### config.mk
export PLATFORM = sky130hd
export DESIGN_NAME = sm_dmem_responder
export DESIGN_NICKNAME = d
export VERILOG_FILES = /design/src/rtl/sm_dmem_responder.sv
export SDC_FILE = /design/constraint.sdc
export NUM_CORES = 2
export LEC_CHECK = 0
export ABC_AREA = 1
export BUFFER_PORTS_ARGS = -buffer_cell sky130_fd_sc_hd__buf_2
export CORE_MARGIN = 4
export CORE_UTILIZATION = 58
export DETAILED_ROUTE_END_ITERATION = 6
export PLACE_DENSITY = 0.74
export SETUP_SLACK_MARGIN = 0.1
export SLEW_MARGIN = 25
export SYNTH_ARGS = -nofsm -noshare
export SYNTH_HDL_FRONTEND = slang
export SYNTH_SLANG_ARGS = --single-unit
### constraint.sdc
create_clock -name clk -period 3.5 [get_ports clk]
set_input_delay 0.175 -clock clk [delete_from_list [all_inputs] [get_ports clk]]
set_output_delay 0.175 -clock clk [all_outputs]
set_load 0.005 [all_outputs]
### src/rtl/sm_dmem_responder.sv
// Data-memory responder: word RAM plus an IO page (GPIO, TX FIFO, cycle counter).
// Define SM_DMEM_TIMER_EN to build the TCMP compare timer and the sticky timerHit flag.
module sm_dmem_responder #(
    parameter int unsigned RAM_AW     = 6,
    parameter int unsigned FIFO_DEPTH = 4,
    parameter int unsigned GPIO_W     = 16
) (
    input  logic              clk,
    input  logic              rst_n,
    input  logic [31:0]       dmAddr,
    input  logic              dmWe,
    input  logic [31:0]       dmWData,
    output logic [31:0]       dmRData,
    output logic [GPIO_W-1:0] gpioOut,
    output logic [7:0]        txData,
    output logic              txValid,
    input  logic              txReady,
    output logic              timerHit
);
    localparam int unsigned PW        = $clog2(FIFO_DEPTH);
    localparam int unsigned CW        = PW + 1;
    localparam int unsigned RAM_WORDS = 2 ** RAM_AW;

    localparam logic [2:0] REG_GPIO    = 3'd0;
    localparam logic [2:0] REG_TXDATA  = 3'd1;
    localparam logic [2:0] REG_STATUS  = 3'd2;
    localparam logic [2:0] REG_COUNTER = 3'd3;
    localparam logic [2:0] REG_TCMP    = 3'd4;

    logic [31:0]       ram [RAM_WORDS];
    logic [7:0]        fifo_mem [FIFO_DEPTH];
    logic [PW-1:0]     rd_ptr;
    logic [PW-1:0]     wr_ptr;
    logic [CW-1:0]     count;
    logic              overflow;
    logic [31:0]       counter;
    logic [GPIO_W-1:0] gpio;
    logic              timer_hit;

    logic              ram_sel;
    logic              io_sel;
    logic [2:0]        io_reg;
    logic [RAM_AW-1:0] ram_idx;
    logic              empty;
    logic              full;
    logic              push_req;
    logic              push;
    logic              pop;
    logic              status_we;
    logic              counter_we;
    logic              unused_addr;

    assign ram_sel     = (dmAddr[31:28] == 4'h0);
    assign io_sel      = (dmAddr[31:28] == 4'hF);
    assign io_reg      = dmAddr[4:2];
    assign ram_idx     = dmAddr[RAM_AW+1:2];
    assign unused_addr = &{1'b0, dmAddr[27:RAM_AW+2], dmAddr[1:0]};

    assign empty      = (count == CW'(0));
    assign full       = (count == CW'(FIFO_DEPTH));
    assign push_req   = dmWe && io_sel && (io_reg == REG_TXDATA);
    assign push       = push_req && !full;
    assign pop        = txValid && txReady;
    assign status_we  = dmWe && io_sel && (io_reg == REG_STATUS);
    assign counter_we = dmWe && io_sel && (io_reg == REG_COUNTER);

    assign gpioOut  = gpio;
    assign txValid  = !empty;
    assign txData   = fifo_mem[rd_ptr];
    assign timerHit = timer_hit;

    // RAM and FIFO storage are deliberately unreset; only pointers/count reset.
    always_ff @(posedge clk) begin
        if (dmWe && ram_sel) ram[ram_idx] <= dmWData;
        if (push) fifo_mem[wr_ptr] <= dmWData[7:0];
    end

    always_ff @(posedge clk or negedge rst_n) begin
        if (!rst_n) begin
            rd_ptr   <= '0;
            wr_ptr   <= '0;
            count    <= '0;
            overflow <= 1'b0;
            gpio     <= '0;
            counter  <= '0;
        end else begin
            if (push) wr_ptr <= wr_ptr + PW'(1);
            if (pop) rd_ptr <= rd_ptr + PW'(1);
            count <= count + CW'(push) - CW'(pop);
            // A drop in the same cycle as a STATUS write keeps the flag set.
            if (push_req && full) overflow <= 1'b1;
            else if (status_we) overflow <= 1'b0;
            if (dmWe && io_sel && (io_reg == REG_GPIO)) gpio <= dmWData[GPIO_W-1:0];
            if (counter_we) counter <= dmWData;
            else counter <= counter + 32'd1;
        end
    end

`ifdef SM_DMEM_TIMER_EN
    logic [31:0] tcmp;

    always_ff @(posedge clk or negedge rst_n) begin
        if (!rst_n) begin
            tcmp      <= 32'hFFFF_FFFF;
            timer_hit <= 1'b0;
        end else begin
            if (dmWe && io_sel && (io_reg == REG_TCMP)) tcmp <= dmWData;
            if (counter == tcmp) timer_hit <= 1'b1;
            else if (status_we) timer_hit <= 1'b0;
        end
    end
`else
    logic [31:0] tcmp;

    assign tcmp      = 32'h0;
    assign timer_hit = 1'b0;
`endif

    // Combinational read mux so single-cycle loads complete in the same cycle.
    always_comb begin
        dmRData = 32'h0;
        if (ram_sel) begin
            dmRData = ram[ram_idx];
        end else if (io_sel) begin
            case (io_reg)
                REG_GPIO:    dmRData = 32'(gpio);
                REG_STATUS:  dmRData = {16'h0, 8'(count), 4'h0, timer_hit, overflow, full, empty};
                REG_COUNTER: dmRData = counter;
                REG_TCMP:    dmRData = tcmp;
                default:     dmRData = 32'h0;
            endcase
        end
    end
endmodule
==> results.yml <==
run_status:
  status: "finished, final reports clean"
place:
  place_hpwl_microns: 142000
  place_congestion: 0.911
  place_inst: 10366
  port_buffers: 102
global_route:
  grt_max_degree: 191
  gr-usage-all-layers_pct: 29.8
  grt-ovfl-total: 0
  grt_pass1_vias: 58504
  antenna_found_initial: 14
  grt_pass1_wl_microns: 360000
synthesis:
  yosys.area_share.simple_pct: 18.2
  muxShareOfSynthArea_pct: 0.0866
  synth_fa_ha_area_share_pct: 0.118
  synth.area.top_cells: "edfxtp_1, nand2_1, inv_1"
  syn_nets: 8414
  yosys_register_bits: 2136
  synth_top_family_by_area: "simple AND/OR/NAND/NOR gates"
  syn_area_per_cell_sq_um: 10.9
  synth_xor_area_share_pct: 0.192
  netlist_instances: 8338
  ys_seq_area_share_pct: 70.2
  netlist_area_sq_um: 91000
  ys_types: 43
  yosysTopAreaCellShare_pct: 68.6
  yosysTopAreaCell: "edfxtp_1"
  synth_compound_area_share_pct: 3.74
  yosys_warnings: 0
sta:
  maxSlewViolCount: 0
  max_freq_mhz: 303
  period_share_pct: 94.2
  tns_ns: 0
  finalSetupViolCount: 0
  worst_clock_skew_ns: 0.0201
  rsz0062_at_grt: "false"
  report.final.hold_viol_count: 0
  post-route-min-period_ns: 3.30
  worstMarginPinSlew_ns: 1.08
  timing.slew.headroom_pct: 28.0
cts:
  cts_tree: "built"
  cts_made_buffers: 204
  clk_latency_ns: 0.82
  cts_sinks: 2136
  cts-root-buf: "clkbuf_16"
  clockBufferDepth: 3
  clk_pin_slew_worst_paths_ns: 0.06
  post_cts_buffers: 0
  cts_max_level: 4
routing:
  drt-vias-per-instance: 5.68
  drt-initial-drc-count: 8463
  post-route-drc-count: 0
  via_count: 61198
  totalWireLength_microns: 245000
  wl_per_cell_microns: 22.8
  antenna_left: 0
  firstDrtPassIters: 6
setup_path:
  ff2ff_path_depth: 11
  crit_buf_inv: 1
  cp-end-kind: "output pin"
  crit_path_max_fanout: 1
  slowest_stage: "nor2_1"
  critPathLaunch: "ram[39][27]"
  crit_path_start_kind: "flop"
  crit_chain: "or2_2 -> nand2_1 -> nand2_1 -> o21ai_1 -> nand2_1 -> nor2_1 -> nand2_1 -> nand2_1 -> nand2_1 -> buf_2"
  reg2reg_from: "count[1]"
  rrSetupSlack_ns: 1.00
  required_ns: 3.32
  path_common_cell: "nand2_1"
  worst_r2r_endpoint: "count[2]"
  cp-endpoint: "dmRData[27]"
  worstSetupPathDepth: 10
  max_stage_delay_ns: 0.55
  critPathTopFamily: "simple AND/OR/NAND/NOR gates"
  critPathArrivalTime_ns: 3.12
  worstSetupPathType: "flop to output pin"
layout:
  final_common_cell: "nand2_1"
  final_nets: 8617
  layout_common_cells: "nand2_1, edfxtp_1, inv_1, nand3_1, nor2_1"
  drive_gt1_share_pct: 12.2
  syn_to_final_growth_pct: 12.5
  fin_cells: 10769
floorplanning:
  io_pins: 126
  rows: 145
  dieArea_sq_um: 163000
  die_h_microns: 404
  start_util_pct: 58.3
  fp.coreArea_sq_um: 156000
  die_w_microns: 404
hold_path:
  hold_path.class: "primary input to flop"
power_and_ir_drop:
  leakage_nw: 42.0
  power_density_nw_per_um2: 520
  peakVddDrop_mv: 0.523
job:
  drv_cap: 0
-- through the flow --
step                total power (W)  util (%)  hold slack (ns)  setup slack (ns)  cell area (sq um)
floorplan                    0.0307         -           -0.121             0.477              91000
global placement             0.0322      61.3            0.319             0.413              95700
detailed placement           0.0323      61.3            0.332             0.374              95700
CTS                          0.0533      65.6          0.00761             0.168             102000
global route                 0.0548      65.6           0.0468             0.140             102000
finish                       0.0533      65.6           0.0604             0.202             102000
-- cell usage after synthesis, drive strengths merged --
cell type,number
conb,1
xnor2,3
o22ai,10
nor4,1
dfrtp,56
ha,7
o31ai,2
nand3,667
o21bai,3
a32o,1
o211ai,162
inv,1271
clkbuf,100
a31oi,2
or2,374
o21ai,403
buf,282
nor2,635
a21boi,1
fa,1
clkinv,2
edfxtp,2080
o221ai,1
nand2,2215
a22o,3
nand3b,2
nand4,10
a21oi,2
xor2,17
nor3,17
mux2,7
-- worst register-to-register path, stage by stage (launching register included) --
cell and delay, ns:
dfrtp_1 0.45, nor2_1 0.13, inv_1 0.07, nor2_1 0.21, nand3b_2 0.30, ha_1 0.28, inv_1 0.06, ha_1 0.12
inv_1 0.05, fa_1 0.40, xnor2_1 0.19, xor2_1 0.16
-- registers in the layout, summed over array words and instances (netlist names) --
| name | count |
|---|---|
| ram | 2048 |
| counter | 32 |
| fifo_mem | 32 |
| gpioOut | 16 |
| count | 3 |
| rd_ptr | 2 |
| wr_ptr | 2 |
| overflow | 1 |
-- routing by layer --
| layer | GRT usage (%) | part of all wire (%) | vias to the layer above |
|---|---|---|---|
| li1 | - | - | 27646 |
| met1 | 40.9 | 38 | 29521 |
| met2 | 46.3 | 45 | 3458 |
| met3 | 6.10 | 12 | 569 |
| met4 | 13.9 | 5.0 | 4 |
| met5 | 0 | 0.011 | - |
-- what timing repair did --
item,4_1_cts,5_1_grt
setup endpoints to repair,0,1
hold buffers,21,6
hold endpoints to repair,635,285
resized for setup,0,1
-- report_power, final --
| group | switching (W) | internal [W] | total, W |
|---|---|---|---|
| logic | 0.00247 | 0.000979 | 0.00345 |
| clock network | 0.00927 | 0.0121 | 0.0214 |
| registers | 0.000228 | 0.0282 | 0.0284 |
-- logic make-up after synthesis --
logic type / after synthesis
adders and majority gates: 8
muxes: 7
and+or+nand+nor: 3921
DFF: 2136
buffers and inverters: 1655
other: 1
xor gates and xnor gates: 20
AOI/OAI and AO/OA: 590
-- layout make-up --
cell class                 count  area (sq um)
multi-input combinational   4547         20900
sequential                  2136         63900
clock inverter               115           956
inverter                    1273          4790
tap                         2058          2570
fill                       11023         53600
antenna                        5          12.5
clock buffer                 256          5470
timing repair buffer         379          3830
-- how the worst min path moves through the flow --
stage | start | endpoint | slack (ns) | cells past startpoint
floorplan | rst_n | count[0] | -0.12 | 0
global placement | rst_n | rd_ptr[1] | 0.32 | 1
detailed placement | rst_n | gpioOut[10] | 0.33 | 1
CTS | rst_n | gpioOut[6] | 0.008 | 2
global route | dmWData[4] | fifo_mem[2][4] | 0.05 | 1
finish | dmWData[4] | fifo_mem[2][4] | 0.06 | 1
Note: power is estimated with default switching activity, not from simulation.
